<file path="src/rtl/ctrl_pipeline.sv">
// ---------------------------------------------------------------------------
// ctrl_pipeline
//   Decodes the ID-stage opcode of the 64-bit ARM pipelined CPU into a control
//   bundle, then carries that bundle through registered EX, MEM and WB stages.
//   It also detects load-use hazards, generates stall/flush controls and keeps
//   saturating stall/flush event counters.
//
// Ports
//   clk, rst          clock, synchronous active-high reset
//   id_valid          IF/ID holds a real instruction
//   id_opcode         instruction[31:21]
//   id_rn/id_rm/id_rd register fields of the ID instruction
//   br_taken          branch resolved taken in EX this cycle
//   stall             hold PC and IF/ID (one cycle per load-use hazard)
//   flush_ifid        squash IF/ID contents (taken branch, no delay slot)
//   ex_*              EX-stage control outputs
//   mem_*             MEM-stage control outputs
//   wb_*              WB-stage control outputs (incl. destination register)
//   stall_cnt         saturating count of stall cycles
//   flush_cnt         saturating count of taken-branch cycles
//
// There is no FSM and no valid/ready handshake in this block: every stage
// register advances every cycle, and hazards only inject bubbles into EX.
// ---------------------------------------------------------------------------
module ctrl_pipeline #(
  parameter int REG_AW     = 5,
  parameter int ZERO_REG   = 31,
  parameter int LINK_REG   = 30,
  parameter int DELAY_SLOT = 0,
  parameter int CNT_W      = 16
) (
  input  logic              clk,
  input  logic              rst,
  input  logic              id_valid,
  input  logic [10:0]       id_opcode,
  input  logic [REG_AW-1:0] id_rn,
  input  logic [REG_AW-1:0] id_rm,
  input  logic [REG_AW-1:0] id_rd,
  input  logic              br_taken,
  output logic              stall,
  output logic              flush_ifid,
  output logic              ex_alu_src,
  output logic [1:0]        ex_alu_op,
  output logic              ex_set_flags,
  output logic [4:0]        ex_sel_se,
  output logic              ex_linked_br,
  output logic              ex_reg_br,
  output logic              mem_branch,
  output logic              mem_read,
  output logic              mem_write,
  output logic              wb_reg_write,
  output logic              wb_mem_to_reg,
  output logic [REG_AW-1:0] wb_rd,
  output logic [CNT_W-1:0]  stall_cnt,
  output logic [CNT_W-1:0]  flush_cnt
);

  localparam logic [REG_AW-1:0] ZR       = REG_AW'(ZERO_REG);
  localparam logic [REG_AW-1:0] LR       = REG_AW'(LINK_REG);
  localparam logic [CNT_W-1:0]  CNT_MAX  = '1;
  localparam bit                KILL_ID  = (DELAY_SLOT == 0);

  // Sign-extend select, one-hot-ish {I, D, B, CB, cbz}; CBZ sets both CB and cbz.
  localparam logic [4:0] SE_I   = 5'b10000;
  localparam logic [4:0] SE_D   = 5'b01000;
  localparam logic [4:0] SE_B   = 5'b00100;
  localparam logic [4:0] SE_CB  = 5'b00010;
  localparam logic [4:0] SE_CBZ = 5'b00011;

  typedef struct packed {
    logic              alu_src;
    logic [1:0]        alu_op;
    logic              set_flags;
    logic [4:0]        sel_se;
    logic              linked_br;
    logic              reg_br;
    logic              branch;
    logic              mem_read;
    logic              mem_write;
    logic              reg_write;
    logic              mem_to_reg;
    logic [REG_AW-1:0] rd;
  } ex_ctrl_t;

  typedef struct packed {
    logic              branch;
    logic              mem_read;
    logic              mem_write;
    logic              reg_write;
    logic              mem_to_reg;
    logic [REG_AW-1:0] rd;
  } mem_ctrl_t;

  typedef struct packed {
    logic              reg_write;
    logic              mem_to_reg;
    logic [REG_AW-1:0] rd;
  } wb_ctrl_t;

  ex_ctrl_t          w_dec;
  logic              w_known;
  logic              w_use_rn;
  logic              w_use_s2;
  logic [REG_AW-1:0] w_s2;
  logic              w_hazard;
  logic              w_kill_path;

  ex_ctrl_t          r_ex;
  mem_ctrl_t         r_mem;
  wb_ctrl_t          r_wb;
  logic [CNT_W-1:0]  r_stall_cnt;
  logic [CNT_W-1:0]  r_flush_cnt;

  // ID-stage decode, including which source registers the instruction reads.
  always_comb begin
    w_dec    = '0;
    w_known  = 1'b0;
    w_use_rn = 1'b0;
    w_use_s2 = 1'b0;
    w_s2     = id_rd;
    if (id_valid) begin
      casez (id_opcode)
        11'b1001000100?: begin // ADDI
          w_known = 1'b1; w_use_rn = 1'b1;
          w_dec.alu_src = 1'b1; w_dec.alu_op = 2'b01; w_dec.reg_write = 1'b1;
          w_dec.sel_se = SE_I;
        end
        11'b10101011000: begin // ADDS
          w_known = 1'b1; w_use_rn = 1'b1; w_use_s2 = 1'b1; w_s2 = id_rm;
          w_dec.alu_op = 2'b01; w_dec.reg_write = 1'b1; w_dec.set_flags = 1'b1;
        end
        11'b11101011000: begin // SUBS
          w_known = 1'b1; w_use_rn = 1'b1; w_use_s2 = 1'b1; w_s2 = id_rm;
          w_dec.alu_op = 2'b10; w_dec.reg_write = 1'b1; w_dec.set_flags = 1'b1;
        end
        11'b000101?????: begin // B
          w_known = 1'b1;
          w_dec.branch = 1'b1; w_dec.sel_se = SE_B;
        end
        11'b100101?????: begin // BL
          w_known = 1'b1;
          w_dec.branch = 1'b1; w_dec.sel_se = SE_B; w_dec.linked_br = 1'b1;
          w_dec.reg_write = 1'b1;
        end
        11'b11010110000: begin // BR
          w_known = 1'b1; w_use_rn = 1'b1;
          w_dec.branch = 1'b1; w_dec.sel_se = SE_B; w_dec.reg_br = 1'b1;
        end
        11'b10110100???: begin // CBZ: tests the Rt (Rd field) register
          w_known = 1'b1; w_use_s2 = 1'b1;
          w_dec.branch = 1'b1; w_dec.sel_se = SE_CBZ;
        end
        11'b01010100???: begin // B.LT
          w_known = 1'b1;
          w_dec.alu_src = 1'b1; w_dec.alu_op = 2'b10; w_dec.branch = 1'b1;
          w_dec.sel_se = SE_CB;
        end
        11'b11111000010: begin // LDUR
          w_known = 1'b1; w_use_rn = 1'b1;
          w_dec.alu_src = 1'b1; w_dec.alu_op = 2'b01; w_dec.mem_read = 1'b1;
          w_dec.mem_to_reg = 1'b1; w_dec.reg_write = 1'b1; w_dec.sel_se = SE_D;
        end
        11'b11111000000: begin // STUR: stores the Rt (Rd field) register
          w_known = 1'b1; w_use_rn = 1'b1; w_use_s2 = 1'b1;
          w_dec.alu_src = 1'b1; w_dec.alu_op = 2'b01; w_dec.mem_write = 1'b1;
          w_dec.sel_se = SE_D;
        end
        default: ;
      endcase
    end
    if (w_known) begin
      w_dec.rd = w_dec.linked_br ? LR : id_rd;
    end
    // Writes to the zero register are architecturally discarded.
    if (w_dec.rd == ZR) begin
      w_dec.reg_write = 1'b0;
    end
  end

  // A load in EX whose destination feeds an ID source needs one bubble.
  always_comb begin
    w_hazard = r_ex.mem_read && (r_ex.rd != ZR) &&
               ((w_use_rn && (id_rn == r_ex.rd)) || (w_use_s2 && (w_s2 == r_ex.rd)));
  end

  // A taken branch overrides the hazard: the ID instruction is either on the
  // wrong path (squashed) or a delay-slot instruction (issued as-is).
  assign w_kill_path = br_taken && KILL_ID;
  assign stall       = !rst && w_hazard && !br_taken;
  assign flush_ifid  = !rst && w_kill_path;

  always_ff @(posedge clk) begin
    if (rst) begin
      r_ex        <= '0;
      r_mem       <= '0;
      r_wb        <= '0;
      r_stall_cnt <= '0;
      r_flush_cnt <= '0;
    end else begin
      r_ex <= (w_kill_path || stall) ? '0 : w_dec;

      r_mem.branch     <= r_ex.branch;
      r_mem.mem_read   <= r_ex.mem_read;
      r_mem.mem_write  <= r_ex.mem_write;
      r_mem.reg_write  <= r_ex.reg_write;
      r_mem.mem_to_reg <= r_ex.mem_to_reg;
      r_mem.rd         <= r_ex.rd;

      r_wb.reg_write  <= r_mem.reg_write;
      r_wb.mem_to_reg <= r_mem.mem_to_reg;
      r_wb.rd         <= r_mem.rd;

      if (stall && (r_stall_cnt != CNT_MAX)) begin
        r_stall_cnt <= r_stall_cnt + CNT_W'(1);
      end
      if (br_taken && (r_flush_cnt != CNT_MAX)) begin
        r_flush_cnt <= r_flush_cnt + CNT_W'(1);
      end
    end
  end

  assign ex_alu_src    = r_ex.alu_src;
  assign ex_alu_op     = r_ex.alu_op;
  assign ex_set_flags  = r_ex.set_flags;
  assign ex_sel_se     = r_ex.sel_se;
  assign ex_linked_br  = r_ex.linked_br;
  assign ex_reg_br     = r_ex.reg_br;
  assign mem_branch    = r_mem.branch;
  assign mem_read      = r_mem.mem_read;
  assign mem_write     = r_mem.mem_write;
  assign wb_reg_write  = r_wb.reg_write;
  assign wb_mem_to_reg = r_wb.mem_to_reg;
  assign wb_rd         = r_wb.rd;
  assign stall_cnt     = r_stall_cnt;
  assign flush_cnt     = r_flush_cnt;

endmodule
</file>
<file path="config.mk">
export PLATFORM = sky130hd
export DESIGN_NAME = ctrl_pipeline
export DESIGN_NICKNAME = d
export VERILOG_FILES = /design/src/rtl/ctrl_pipeline.sv
export SDC_FILE = /design/constraint.sdc
export NUM_CORES = 1
export LEC_CHECK = 0
export CAP_MARGIN = 20
export CORE_ASPECT_RATIO = 1.4
export CORE_MARGIN = 4
export CORE_UTILIZATION = 35
export CTS_CLUSTER_DIAMETER = 80
export DETAILED_ROUTE_END_ITERATION = 16
export HOLD_SLACK_MARGIN = 0.02
export SYNTH_ARGS = -nofsm -noshare
export SYNTH_HDL_FRONTEND = slang
export SYNTH_SLANG_ARGS = --single-unit
</file>
<file path="constraint.sdc">
create_clock -name clk -period 3.4 [get_ports clk]
set_input_delay 1.02 -clock clk [delete_from_list [all_inputs] [get_ports clk]]
set_output_delay 1.02 -clock clk [all_outputs]
set_load 0.05 [all_outputs]
</file>
==> run metrics, run 1 <==
outcome complete, but fails checks; failing checks negative setup slack; final hold vios 0; Final WS setup -150 ps; All-Layer GR Usage 16.3%; 1st-iter DRT viols 124; setup slack, reg-to-reg 870 ps; Pwr Total 1.87 mW; Synth top area share 43.5%; top post-synthesis cells by count 68 x dfxtp_1, 37 x nor2_1, 30 x nand2_1; via count 3088; remaining antenna violation count 0; most frequent cell after synthesis dfxtp_1; Die Ht 120 microns; M3 GR Usage 3.16%; RSZ-0062 raised after global routing true; clk buf depth 2; I/O pins 85; Pwr Density 391 nW/um^2; GR peak layer met2; Max Cap Violations 0; CP startpoint kind primary input; # hold bufs at CTS 0; Primary FF master, synth dfxtp_1; initial antenna violation count 0; CP Max Fanout 5; post-layout util 55.3%; Synth warnings 0; worst slack, placed -590 ps; DRC viols 0; Worst Hold Path EP wb_rd[1]; Mapped Nets 400; cell taking the most area after synthesis dfxtp_1; Reg clk slew, reported paths 60 ps; M2 GR Usage 30.2%; R2R depth 11; ys async rst share 0%; Congestion Overflow GR 0; CORE AREA 8660 sq um; Synth Register Bits 68; cell count after synthesis 368; Min-Delay Path Class flop to flop; worst skew pair latency 320 ps; register area 1360 sq um; Synth Area per Inst 8.50 sq um; drt total wl 8.35 mm; DR vias/cell 5.16; clock root cell clkbuf_16; CTS tree done; sink count of the clock tree 68; fill count 815; type of destination of the critical path primary output; IO buf count 84; EDFF count, synth 0; die area 10500 sq um; DR pass1 iterations 4; diode count 0; pin count of the biggest net entering global routing 52; CP Data Required Time 2380 ps; register area share after synthesis 43.5%; Worst Skew 8.36 ps; Setup-failing EPs final 1; Cell Rows 40; TritonCTS Buffers 9; Initial Util 36.1%; slew margin rel. 52.1%; GR met1 Demand/Resource 16.5%; fin crit period 3550 ps; max-slew violations 0; global-route wire length before repair 13.6 mm; share of cells above drive strength 1 19.7%; reg2reg start r_ex[0]; Hold Path Stages 1; hold_sp r_mem[1]; Leak 1.77 nW; CP Class primary input to primary output; DIE WIDTH 87.9 microns; Tcrit/Tclk final 104%; Tightest Pin Transition 716 ps; post-synthesis cell area 3130 sq um; maximum VDD drop 0.256 mV; GPL Wtd Cong 0.835; Fmax achieved 282 MHz; vias in the first global route 3065; CP arrival 2530 ps; per-cell routed wire length 14.0 microns; H-Tree Depth 3; Multi-input gate area 1790 sq um; HPWL after DPL 6.30 mm; Area growth syn-to-layout 53.0%; Critical R2R Capture r_ex[3]; synth top area cells dfxtp_1 44%, nor2b_1 4.6%, nor2_1 4.4%, xor2_1 3.9%, nand2_1 3.6%; count of cell types in the netlist 48; fin nets 521
==> logic make-up after synthesis <==
kind of cell             count (synthesis)  synth area share (%)
AO/OA/AOI/OAI                           59                  11.4
XOR/XNOR                                26                  7.28
adder cells (fa/ha/maj)                  2                 0.800
buffers and inverters                   27                  4.40
flip-flops                              68                  43.5
multiplexers                             4                  1.32
AND/OR/NAND/NOR                        182                  31.3
==> per-layer routing <==
layer	wire, microns	share of wire [%]
met4	284	3.4
met3	380	4.6
met2	4510	54
met1	3180	38
met5	0	0
==> report_power, final <==
part | switching (mW) | internal, mW | leakage, nW | total, mW
Clock | 0.322 | 0.604 | 0.145 | 0.927
Sequential | 0.00338 | 0.801 | 0.548 | 0.804
Combinational | 0.0739 | 0.0680 | 1.08 | 0.142
Total | 0.400 | 1.47 | 1.77 | 1.87
==> final cells by class <==
class	count	area share, %
Clock inverter	3	0.967
Sequential cell	68	28.4
Multi-Input combinational cell	273	37.4
Timing Repair Buffer	130	24.6
Tap cell	105	2.74
Inverter	7	0.549
Clock buffer	12	5.36
==> critical path: stages <==
cell and delay [ps]:
dlygate4sd2_1 290, and4b_1 250, and2_4 180, o21ai_4 160, a31oi_4 110, a221oi_4 260, nor3_4 90, buf_12 170
==> repair_timing <==
item / 4_1_cts / 5_1_grt
setup buffers: 3 / 2
gates resized for setup: 58 / 22
pin swaps: 13 / 20
endpoints found under the setup margin: 12 / 1
endpoints found under the hold margin: 0 / 0
==> cell usage in the layout, fill, tap and decap left out, drive strengths merged, types with 8 or more instances in the layout <==
master,count
or3,13
dfxtp,68
nor2b,23
xnor2,12
clkdlybuf4s50,57
nand3,21
clkbuf,16
nor4,8
nand2,30
a21oi,22
and3,8
buf,56
o21ai,20
nor3,11
nor2,37
xor2,14
nand4,11
==> stage by stage <==
step / instances / area [sq um] / TNS, ps / hold WS, ps
finish: 598 / 4790 / -150 / 428
detailed placement: 578 / 4380 / -6170 / 422
global route: 598 / 4790 / -215 / 450
CTS: 596 / 4730 / -161 / 433
global placement: 578 / 4380 / -5430 / 418
floorplan: 368 / 3190 / -87.2 / 414
==> how the worst max path moves through the flow <==
| stage | start | end | slack [ps] | depth (start not counted) |
|---|---|---|---|---|
| after global routing | id_opcode[3] | stall | -210 | 9 |
| after global placement | id_rn[1] | stall | -530 | 8 |
| after CTS | id_opcode[1] | stall | -160 | 7 |
| final | id_opcode[10] | stall | -150 | 8 |
| after floorplan | id_opcode[8] | stall | -90 | 6 |
| after detailed placement | id_rn[1] | stall | -590 | 8 |
No activity file was read; power rests on OpenSTA's default activity.
==> run 2, diff against run 1 <==
--- a/config.mk
+++ b/config.mk
@@ -8,10 +8,12 @@
 export CAP_MARGIN = 20
 export CORE_ASPECT_RATIO = 1.4
 export CORE_MARGIN = 4
-export CORE_UTILIZATION = 35
+export CORE_UTILIZATION = 40
 export CTS_CLUSTER_DIAMETER = 80
+export CTS_CLUSTER_SIZE = 25
 export DETAILED_ROUTE_END_ITERATION = 16
 export HOLD_SLACK_MARGIN = 0.02
+export PLACE_DENSITY = 0.71
 export SYNTH_ARGS = -nofsm -noshare
 export SYNTH_HDL_FRONTEND = slang
 export SYNTH_SLANG_ARGS = --single-unit
==> run 2 against run 1 <==
Net effect: the flow still finishes with violations (negative setup slack); cell area down 2.4%; clock skew hardly changed; sequential share of layout area grew 0.70 points; die area fell by 12%; clock power down 32%; first-iteration DRC count rose by 10%; power decreased by 16%; worst setup slack got worse by 22 ps; clock-buffer cell count decreased by 1.
==> run metrics, run 2 (synthesized netlist as in run 1, its figures left out) <==
CORE AREA 7500 sq um; Max Cap Violations 0; CP arrival 2550 ps; DRC viols 0; drt total wl 8.29 mm; CP Max Fanout 3; pin count of the biggest net entering global routing 51; global-route wire length before repair 13.2 mm; vias in the first global route 2928; failing checks negative setup slack; Area growth syn-to-layout 49.3%; CP Data Required Time 2380 ps; outcome complete, but fails checks; initial antenna violation count 0; Leak 1.72 nW; Min-Delay Path Class flop to flop; CP startpoint kind primary input; I/O pins 85; CTS tree done; DR pass1 iterations 5; fin nets 524; M3 GR Usage 3.85%; H-Tree Depth 3; DIE WIDTH 82.8 microns; fin crit period 3570 ps; per-cell routed wire length 14.0 microns; share of cells above drive strength 1 20.2%; Reg clk slew, reported paths 70 ps; 1st-iter DRT viols 137; die area 9320 sq um; most frequent cells in the layout 68 x dfxtp_1, 57 x clkdlybuf4s50_1, 47 x buf_4; CP max stage delay 260 ps; worst skew pair latency 350 ps; via count 3113; max-slew violations 0; TritonCTS Buffers 9; Tightest Pin Transition 715 ps; Final WS setup -172 ps; post-layout util 62.3%; fill count 656; Tcrit/Tclk final 105%; DR vias/cell 5.25; Worst path slowest cell nand4_1; All-Layer GR Usage 18.3%; diode count 0; final hold vios 0; remaining antenna violation count 0; M2 GR Usage 34.1%; maximum VDD drop 0.187 mV; cell mode on critical path buf_6; Setup TNS -172 ps; GR met1 Demand/Resource 18.4%; Setup-failing EPs final 1; clk buf depth 2; CP Class primary input to primary output; HPWL after DPL 6.25 mm; slew margin rel. 52.1%; most common cell after layout, fill and taps aside dfxtp_1; worst slack, placed -511 ps; Worst Skew 8.74 ps; Cell Rows 37; dpl cells 570; final cell count without fillers 593; RSZ-0062 raised after global routing true; type of destination of the critical path primary output; Congestion Overflow GR 0; IO buf count 84; Fmax achieved 280 MHz; crit-path leading delay family simple AND/OR/NAND/NOR gates; worst path bufs/invs 4; GPL Wtd Cong 0.880; Initial Util 41.7%; CP Cell Sequence buf_6 -> buf_6 -> buf_4 -> nor2b_1 -> nand4_1 -> a31oi_4 -> a221oi_4 -> nor3_4 -> buf_12; Die Ht 113 microns; clock root cell clkbuf_8; sink count of the clock tree 68; Pwr Density 336 nW/um^2; GR peak layer met2
==> run 2: changes by cell type in the layout (fill, tap and decap cells not counted), sizes merged <==
cell           before  now
clkinv              1    2
clkbuf             16   19
clkdlybuf4s15       4    3
==> run 2: layout make-up <==
class | instances | area (sq um) | share of cell area [%]
multi-input combinational | 273 | 1790 | 38.2
sequential | 68 | 1360 | 29.1
timing repair buffer | 133 | 1190 | 25.6
clock buffer | 11 | 131 | 2.81
tap | 97 | 121 | 2.60
clock inverter | 4 | 51.3 | 1.10
inverter | 7 | 26.3 | 0.562
==> run 2: final timing paths <==
kind                      from            end  slack (ps)  cells after the start
setup / recovery  id_opcode[1]          stall        -170                      9
hold / removal        r_mem[3]       wb_rd[3]         440                      1
setup reg to reg       r_ex[0]  stall_cnt[15]         810                      8
hold reg to reg       r_mem[3]       wb_rd[3]         440                      1
==> run 2: report_power, final <==
| part | leakage, nW | internal (mW) | total (mW) | switching, mW |
|---|---|---|---|---|
| clock | 0.0894 | 0.335 | 0.628 | 0.293 |
| sequential | 0.548 | 0.799 | 0.803 | 0.00334 |
| combinational | 1.08 | 0.0688 | 0.142 | 0.0731 |
==> run 2: per-layer routing <==
layer	up-vias	wire length [microns]
met4	0	215
met5	-	0
met1	1468	3230
met2	76	4490
met3	18	354
li1	1551	-
==> run 2: timing repair <==
item,CTS,global route
hold buffers,0,0
gates resized for setup,50,28
pin swaps,15,14
endpoints found under the setup margin,9,3
setup buffers,5,3
==> run 2: worst reg2reg max path, stage by stage, from the launching register on <==
cell     delay [ps]
dfxtp_1         480
xor2_2          130
nor4_2          290
nand3_1         210
buf_4           190
a31o_1          180
o21a_1          280
nor4_1          370
mux2_1          350
==> run 2: stage by stage <==
stage / cell area [sq um] / hold WS, ps / total power [mW]
after global placement: 4370 / 423 / 0.959
after detailed placement: 4370 / 427 / 0.961
after global routing: 4670 / 456 / 1.63
after floorplan: 3190 / 414 / 0.878
after CTS: 4610 / 444 / 1.59
final: 4670 / 440 / 1.57
